File: src/rtl/if_stage_btb.sv
`default_nettype none
// ============================================================================
// Module   : if_stage_btb
// Brief    : Fetch stage with PC, IF/ID register and a 4-entry fully
//            associative BTB using 2-bit saturating counters.
// Revision : 1.0
// ============================================================================
module if_stage_btb #(
   parameter logic [15:0] RESET_PC    = 16'h0000,
   parameter int          BTB_ENTRIES = 4,
   parameter logic [15:0] NOP_WORD    = 16'h0000
) (
   input  logic        clk,
   input  logic        rst_n,
   input  logic        stall,
   output logic [15:0] imem_addr,
   input  logic [15:0] imem_data,
   input  logic        res_valid,
   input  logic [15:0] res_pc,
   input  logic        res_taken,
   input  logic [15:0] res_target,
   input  logic        res_mispredict,
   input  logic [15:0] res_correct_pc,
   output logic        ifid_valid,
   output logic [15:0] ifid_instr,
   output logic [15:0] ifid_pc,
   output logic        ifid_pred_taken,
   output logic [15:0] ifid_pred_target,
   output logic [15:0] pc
);

   localparam int C_PTR_W = $clog2(BTB_ENTRIES);

   logic               btb_valid_q  [BTB_ENTRIES];
   logic [15:0]        btb_tag_q    [BTB_ENTRIES];
   logic [15:0]        btb_target_q [BTB_ENTRIES];
   logic [1:0]         btb_ctr_q    [BTB_ENTRIES];
   logic [C_PTR_W-1:0] ptr_q;

   logic [15:0] pc_q, pc_d;
   logic        ifid_valid_q, ifid_valid_d;
   logic [15:0] ifid_instr_q, ifid_instr_d;
   logic [15:0] ifid_pc_q, ifid_pc_d;
   logic        ifid_pt_q, ifid_pt_d;
   logic [15:0] ifid_ptgt_q, ifid_ptgt_d;

   logic               w_hit, w_upd_hit, w_pred_taken;
   logic [C_PTR_W-1:0] w_hit_idx, w_upd_idx;
   logic [15:0]        w_pred_target;

   // Fetch lookup and resolution lookup see the same pre-update contents.
   always_comb begin
      w_hit     = 1'b0;
      w_hit_idx = '0;
      w_upd_hit = 1'b0;
      w_upd_idx = '0;
      for (int i = 0; i < BTB_ENTRIES; i++) begin
         if (btb_valid_q[i] && (btb_tag_q[i] == pc_q)) begin
            w_hit     = 1'b1;
            w_hit_idx = C_PTR_W'(i);
         end
         if (btb_valid_q[i] && (btb_tag_q[i] == res_pc)) begin
            w_upd_hit = 1'b1;
            w_upd_idx = C_PTR_W'(i);
         end
      end
      w_pred_taken  = w_hit & btb_ctr_q[w_hit_idx][1];
      w_pred_target = w_pred_taken ? btb_target_q[w_hit_idx] : 16'h0000;
   end

   always_comb begin
      pc_d         = pc_q;
      ifid_valid_d = ifid_valid_q;
      ifid_instr_d = ifid_instr_q;
      ifid_pc_d    = ifid_pc_q;
      ifid_pt_d    = ifid_pt_q;
      ifid_ptgt_d  = ifid_ptgt_q;
      if (res_valid && res_mispredict) begin
         pc_d         = res_correct_pc;
         ifid_valid_d = 1'b0;
         ifid_instr_d = NOP_WORD;
      end else if (!stall) begin
         pc_d         = w_pred_taken ? w_pred_target : pc_q + 16'd1;
         ifid_valid_d = 1'b1;
         ifid_instr_d = imem_data;
         ifid_pc_d    = pc_q;
         ifid_pt_d    = w_pred_taken;
         ifid_ptgt_d  = w_pred_target;
      end
   end

   always_ff @(posedge clk or negedge rst_n) begin
      if (!rst_n) begin
         pc_q         <= RESET_PC;
         ifid_valid_q <= 1'b0;
         ifid_instr_q <= NOP_WORD;
         ifid_pc_q    <= 16'h0000;
         ifid_pt_q    <= 1'b0;
         ifid_ptgt_q  <= 16'h0000;
      end else begin
         pc_q         <= pc_d;
         ifid_valid_q <= ifid_valid_d;
         ifid_instr_q <= ifid_instr_d;
         ifid_pc_q    <= ifid_pc_d;
         ifid_pt_q    <= ifid_pt_d;
         ifid_ptgt_q  <= ifid_ptgt_d;
      end
   end

   always_ff @(posedge clk or negedge rst_n) begin
      if (!rst_n) begin
         for (int i = 0; i < BTB_ENTRIES; i++) begin
            btb_valid_q[i]  <= 1'b0;
            btb_tag_q[i]    <= 16'h0000;
            btb_target_q[i] <= 16'h0000;
            btb_ctr_q[i]    <= 2'b01;
         end
         ptr_q <= '0;
      end else if (res_valid) begin
         if (w_upd_hit) begin
            if (res_taken) begin
               if (btb_ctr_q[w_upd_idx] != 2'b11)
                  btb_ctr_q[w_upd_idx] <= btb_ctr_q[w_upd_idx] + 2'd1;
               btb_target_q[w_upd_idx] <= res_target;
            end else if (btb_ctr_q[w_upd_idx] != 2'b00) begin
               btb_ctr_q[w_upd_idx] <= btb_ctr_q[w_upd_idx] - 2'd1;
            end
         end else if (res_taken) begin
            btb_valid_q[ptr_q]  <= 1'b1;
            btb_tag_q[ptr_q]    <= res_pc;
            btb_target_q[ptr_q] <= res_target;
            btb_ctr_q[ptr_q]    <= 2'b10;
            ptr_q               <= ptr_q + 1'b1;
         end
      end
   end

   assign pc               = pc_q;
   assign imem_addr        = pc_q;
   assign ifid_valid       = ifid_valid_q;
   assign ifid_instr       = ifid_instr_q;
   assign ifid_pc          = ifid_pc_q;
   assign ifid_pred_taken  = ifid_pt_q;
   assign ifid_pred_target = ifid_ptgt_q;

endmodule
`default_nettype wire

File: config.mk
export PLATFORM = sky130hd
export DESIGN_NAME = if_stage_btb
export DESIGN_NICKNAME = d
export VERILOG_FILES = /design/src/rtl/if_stage_btb.sv
export SDC_FILE = /design/constraint.sdc
export NUM_CORES = 1
export LEC_CHECK = 0
export BUFFER_PORTS_ARGS = -buffer_cell sky130_fd_sc_hd__buf_2
export CAP_MARGIN = 10
export CORE_UTILIZATION = 40
export CTS_CLUSTER_DIAMETER = 150
export DETAILED_ROUTE_END_ITERATION = 10
export MAX_ROUTING_LAYER = met4
export SLEW_MARGIN = 20
export SYNTH_ARGS = -nofsm -noshare
export SYNTH_HDL_FRONTEND = slang
export SYNTH_SLANG_ARGS = --single-unit
File: constraint.sdc
create_clock -name clk -period 4.74 [get_ports clk]
set_input_delay 0.237 -clock clk [delete_from_list [all_inputs] [get_ports clk]]
set_output_delay 0.237 -clock clk [all_outputs]
set_load 0.01 [all_outputs]
==> results of run 1 <==
-- cell usage after synthesis, drive strengths merged, types with 4 or more instances --
cell type and count:
dfrtp 204, o211ai 4, nor4 33, clkbuf 32
or2 6, mux2 130, o21ai 28, nor2 54
mux2i 28, inv 13, a21o 6, a31o 8
and2 6, nand2b 7, xor2 111, or3 7
or4 5, xnor2 31, a211o 6, and3 17
nor3 14, nand3 35, buf 61, ha 7
nand2 98, a211oi 5, o21a 4, a21oi 24
a22o 7, o31ai 9, dfstp 4, nand4 10
-- per-stage QoR --
| step | hold WS, ps | total power [mW] | cells | cell area (µm²) |
|---|---|---|---|---|
| after floorplan | -58.59 | 4.633 | 1051 | 11280 |
| after global placement | 403.5 | 5.340 | 1502 | 12150 |
| after detailed placement | 398.1 | 5.383 | 1502 | 12150 |
| after CTS | 0.9957 | 7.331 | 1578 | 13290 |
| after global routing | 7.461 | 7.688 | 1582 | 13300 |
| final | 9.939 | 7.302 | 1582 | 13300 |
-- layer usage --
layer  global-route usage [%]  share of wire [%]
met1                    32.22                 45
met2                    37.13                 47
met3                    2.605                4.3
met4                    7.991                3.0
met5                        -                  0
-- where the power goes --
part           internal [mW]  switching (mW)  total [mW]
clock network           1.13           0.770        1.90
registers               2.43           0.636        3.06
logic                   1.18            1.16        2.34
total                   4.74            2.56        7.30
-- kinds of logic (layout without fill, tap and decap cells) --
logic type | after synthesis | count (layout) | synth area share [%]
AO/OA/AOI/OAI | 119 | 119 | 7.299
XOR/XNOR | 142 | 142 | 11.03
adder cells (fa/ha/maj) | 7 | 7 | 0.7764
buffers and inverters | 106 | 255 | 4.870
flip-flops | 208 | 208 | 46.19
multiplexers | 158 | 158 | 15.80
other | 0 | 4 | 0
AND/OR/NAND/NOR | 311 | 311 | 14.04
-- sequential cells by signal, summed over array words and instances (netlist names) --
signal	flops
btb_valid_q	4
ifid_pred_target	16
btb_tag_q	64
imem_addr	16
btb_ctr_q	8
ifid_pc	16
ifid_pred_taken	1
ifid_instr	16
ifid_valid	1
ptr_q	2
btb_target_q	64
-- area by class of cell --
| cell class | instances | area share, % |
|---|---|---|
| Antenna cell | 4 | 0.07526 |
| Clock buffer | 36 | 5.541 |
| Clock inverter | 7 | 0.5362 |
| Inverter | 13 | 0.3669 |
| Multi-Input combinational cell | 737 | 41.58 |
| Sequential cell | 208 | 39.17 |
| Tap cell | 378 | 3.556 |
| Timing Repair Buffer | 199 | 9.172 |
-- repair_timing --
item                                   4_1_cts  5_1_grt
hold buffers                                33        0
gates resized for setup                      0        0
endpoints found under the hold margin      164        0
-- worst max-delay path, cell delays in order (launching register included) --
cell     delay, ps
dfrtp_1        440
xor2_1         200
nor4_1         290
nand2_1        100
nor4_1         790
nor4_2         210
and3_1         580
a21oi_4        730
mux2_2         410
-- path summary, 6_finish.rpt --
check	to	start	slack, ps
max in group asynchronous	btb_tag_q[48]	rst_n	3290
setup reg to reg	btb_target_q[2]	btb_tag_q[21]	880
setup / recovery	btb_target_q[2]	btb_tag_q[21]	880
hold reg to reg	ifid_pc[14]	ifid_pc[14]	470
hold / removal	btb_target_q[3]	res_target[3]	10
min in group asynchronous	ifid_instr[14]	rst_n	340
==> flow_summary.yaml, run 1 <==
clocking:
  cts_made_buffers: 25
  cts.sinks: 208
  h-tree-depth: 1
  ctsRootBufferMaster: "clkbuf_16"
  cts_tree: "built"
  path_clk_slew_ps: 60
  cts_buffer_depth: 3
  postCtsSetupRepairBufs: 0
  clk_latency_ps: 530
final_layout:
  final_cell_mix: "dfrtp_1, buf_2, mux2_2, xor2_1, nand2_1"
  mostFrequentLayoutCell: "dfrtp_1"
  regArea_um2: 5210
  drive_gt1_share_pct: 30.25
  multi_input_area_um2: 5530
  syn_to_final_growth_pct: 17.91
  nNetsFinal: 1261
  fillers: 2688
  finish.utilization_pct: 47.87
drt:
  vias: 8471
  dr.first_iter.drc_count: 554
  ant_nets: 0
  wl_per_cell_um: 21.07
  wl_um: 33330
  firstDrtPassIters: 5
  vias_per_cell: 5.355
  drc_errors: 0
pwr:
  ir_drop_mv: 0.3093
  powerDensity_nw_per_um2: 549.0
  leakage_nw: 6.078
die:
  start_util_pct: 40.60
  core-area_um2: 27780
  die_width_um: 169.9
  fp.dieH_um: 169.9
  io_pins: 152
  num_rows: 61
  dieArea_um2: 28870
worst_setup_path:
  worstPathArrival_ps: 4270
  crit_path_end_kind: "flip-flop"
  worstSetupPathType: "flip-flop to flip-flop"
  startpoint_type: "flip-flop"
  rr_worst_depth: 8
  required_ps: 5150
  crit_fanout: 18
timing:
  slew_viol_final: 0
  worst_slack_ps: 878.8
  finalCritPeriodShare_pct: 81.46
  worst_slew_pin_slew_ps: 1120
  fin_tns_setup_ps: 0
  period_needed_ps: 3861
  fmax_mhz: 259.0
  finalSetupViolCount: 0
  relSlewSlack_pct: 25.10
  grt_setup_unrepaired: "no"
  clock_skew_ps: 12.53
  hold_viol_final: 0
yosys:
  synth_area_um2: 11280
  synth-seq-cells: 208
  synth_edf_count: 0
  ys_types: 68
  yosysSeqAreaShare_pct: 46.19
  ys_top_cells_by_area: "dfrtp_1, mux2_2, xor2_1, nand2_1, mux2i_1"
  synth_top_cell_area_share_pct: 45.26
  synthArstFlopShare_pct: 100.0
  yosys_warnings: 0
  synth_flop_cell: "dfrtp_1"
  yosysTopAreaCell: "dfrtp_1"
  synth_cells: 1051
  synth_area_per_cell_um2: 10.73
  synth_nets: 1128
placement:
  dp_slack_ps: 905.9
  post-dp-hpwl_um: 23820
  gp_congestion: 0.9584
  io_buffers: 151
global_routing:
  antenna_found_initial: 4
  grt_max_degree: 107
  grt_pass1_wl_um: 50400
  grt_usage_pct: 23.79
  grt_remaining_overflow: 0
  grt_pass1_vias: 8392
min_path:
  hold_class: "primary input to flip-flop"
  worstHoldPathCells: 2
run_status:
  status: "completed"
flow_run:
  maxCapViolCount: 0
Power figures use the tool's default switching activity.
==> run 2, diff against run 1 <==
==> constraint.sdc (replaced) <==
create_clock -name clk -period 3.3 [get_ports clk]
set_input_delay 0.165 -clock clk [delete_from_list [all_inputs] [get_ports clk]]
set_output_delay 0.165 -clock clk [all_outputs]
set_load 0.01 [all_outputs]
==> run 2 against run 1 <==
Die area stayed put. Final cell count up 5.3%. Routed wire length rose by 1.2%. Flip-flop and latch count unchanged. Register-to-register slack worse by 790 ps. Core utilization up 3.2 points. Worst hold slack improved by 5.8 ps. Largest cell class unchanged. Highest routed layer unchanged.
==> flow_summary.yaml, run 2 (same netlist as run 1, synthesis figures left out) <==
final_layout:
  final_cell_mix: "dfrtp_1, buf_2, mux2_2, xor2_1, nand2_1"
  largest_registers: "btb_tag_q x64, btb_target_q x64"
  nNetsFinal: 1347
  mostFrequentLayoutCell: "dfrtp_1"
  n_antenna_cell: 0
  stdcell_area_um2: 14180
  syn_to_final_growth_pct: 25.71
  drive_gt1_share_pct: 35.17
  finish.utilization_pct: 51.04
worst_setup_path:
  critPathMostFrequentCell: "or4_4"
  regToRegSetupSlack_ps: 90
  r2r-start: "btb_tag_q[15]"
  r2r_end: "btb_ctr_q[6]"
  rr_worst_depth: 13
  cp_top_family: "simple AND/OR/NAND/NOR gates"
  required_ps: 3760
  crit_fanout: 8
  worstPathArrival_ps: 3670
  worstSetupPathType: "flip-flop to flip-flop"
  crit_buf_inv: 2
  cp_slowest_stage_delay_ps: 560
  cp_cell_sequence: "xor2_1, or4_4, or4_4, buf_6, o21ai_0, o21ai_2, and2_4, ha_2, inv_2, o41a_1, o221a_4, nand3b_1, a22o_1"
  crit_path_top_delay_cell: "or4_4"
  crit_path_end_kind: "flip-flop"
  startpoint_type: "flip-flop"
timing:
  fmax_mhz: 311.3
  relSlewSlack_pct: 51.93
  finalCritPeriodShare_pct: 97.33
  hold_viol_final: 0
  clock_skew_ps: 13.53
  worst_slack_ps: 88.09
  period_needed_ps: 3212
  finalSetupViolCount: 0
  slew_viol_final: 0
  worst_slew_pin_slew_ps: 718.5
global_routing:
  grt_usage_pct: 23.83
  antenna_found_initial: 0
  grt_pass1_wl_um: 50740
  grt_max_degree: 82
  grt_pass1_vias: 8579
  grt_remaining_overflow: 0
clocking:
  clk_latency_ps: 520
  cts_made_buffers: 25
  h-tree-depth: 1
  cts_tree: "built"
  ctsRootBufferMaster: "clkbuf_16"
  path_clk_slew_ps: 60
  cts_buffer_depth: 3
  cts.sinks: 208
pwr:
  switching_power_mw: 3.690
  fin_total_pwr_mw: 10.88
  seqPwrFrac_pct: 39.2
  internal_power_mw: 7.192
  powerDensity_nw_per_um2: 767.4
  leakage_nw: 6.549
  ir_drop_mv: 0.4496
  switching_share_pct: 33.91
  clockPowerShare_pct: 26.8
  comb_power_share_pct: 34.0
die:
  die_width_um: 169.9
  start_util_pct: 40.60
  core-area_um2: 27780
  io_pins: 152
  fp.dieH_um: 169.9
  num_rows: 61
  dieArea_um2: 28870
min_path:
  min_from: "res_correct_pc[1]"
  hold_end: "imem_addr[1]"
  worstHoldPathCells: 3
  hold_class: "primary input to flip-flop"
drt:
  dr.first_iter.drc_count: 655
  vias_per_cell: 5.320
  ant_nets: 0
  wl_um: 33750
  drc_errors: 0
  vias: 8863
  wl_per_cell_um: 20.26
  firstDrtPassIters: 5
run_status:
  status: "completed"
placement:
  dpl_cell_area_um2: 12650
  dp_slack_ps: -51.18
  post-dp-hpwl_um: 24310
  gp_congestion: 0.9244
  io_buffers: 151
flow_run:
  maxCapViolCount: 0
==> run 2: repair_timing <==
item,CTS,global route
hold buffers,52,0
endpoints found under the hold margin,173,0
setup buffers,1,4
pin swaps,1,13
endpoints found under the setup margin,6,9
gates resized for setup,3,22
==> run 2: per-layer routing <==
metal / GRT usage, % / up-vias / wire length (µm)
met5: - / - / 0
met4: 5.523 / 0 / 724
met3: 3.372 / 48 / 1700
met2: 37.05 / 259 / 15980
met1: 32.86 / 4466 / 15340
li1: - / 4090 / -
==> run 2: how the worst max path moves through the flow <==
| stage | start | endpoint | slack, ps | cells after the start |
|---|---|---|---|---|
| 2_1_floorplan | btb_tag_q[3] | btb_ctr_q[6] | 6 | 14 |
| 3_3_place_gp | btb_tag_q[3] | btb_ctr_q[6] | -10 | 12 |
| 3_5_place_dp | btb_tag_q[3] | btb_ctr_q[6] | -50 | 12 |
| 4_1_cts | btb_tag_q[3] | btb_ctr_q[6] | 20 | 12 |
| 5_1_grt | btb_tag_q[15] | btb_ctr_q[3] | -80 | 12 |
| 6_report | btb_tag_q[15] | btb_ctr_q[6] | 90 | 13 |
==> run 2: layout make-up <==
type,count,area [µm²]
timing repair buffer,285,1954
inverter,13,48.80
tap,378,473.0
multi-input combinational,737,5619
fill,2584,13600
clock buffer,36,747.0
clock inverter,9,126.4
sequential,208,5211
==> run 2: worst reg2reg max path, stage by stage, from the launching register on <==
cell	delay (ps)
dfrtp_1	380
xor2_1	150
or4_4	550
or4_4	560
buf_6	160
o21ai_0	90
o21ai_2	90
and2_4	150
ha_2	180
inv_2	50
o41a_1	160
o221a_4	260
nand3b_1	150
a22o_1	230
==> run 2: through the flow <==
| step | hold slack [ps] | std cells | setup TNS, ps |
|---|---|---|---|
| floorplan | -130.6 | 1051 | 0 |
| global placement | 251.5 | 1564 | -11.04 |
| detailed placement | 259.0 | 1564 | -165.2 |
| CTS | 8.031 | 1662 | 0 |
| global route | 34.64 | 1666 | -305.6 |
| finish | 15.75 | 1666 | 0 |
==> run 2: power groups by stage <==
| stage | Combinational, mW | Sequential, mW | Clock [mW] |
|---|---|---|---|
| floorplan | 2.52 | 4.13 | 0 |
| global placement | 3.54 | 4.28 | 0 |
| detailed placement | 3.57 | 4.30 | 0 |
| CTS | 3.65 | 4.27 | 2.97 |
| global route | 4.03 | 4.39 | 3.07 |
| finish | 3.70 | 4.27 | 2.91 |
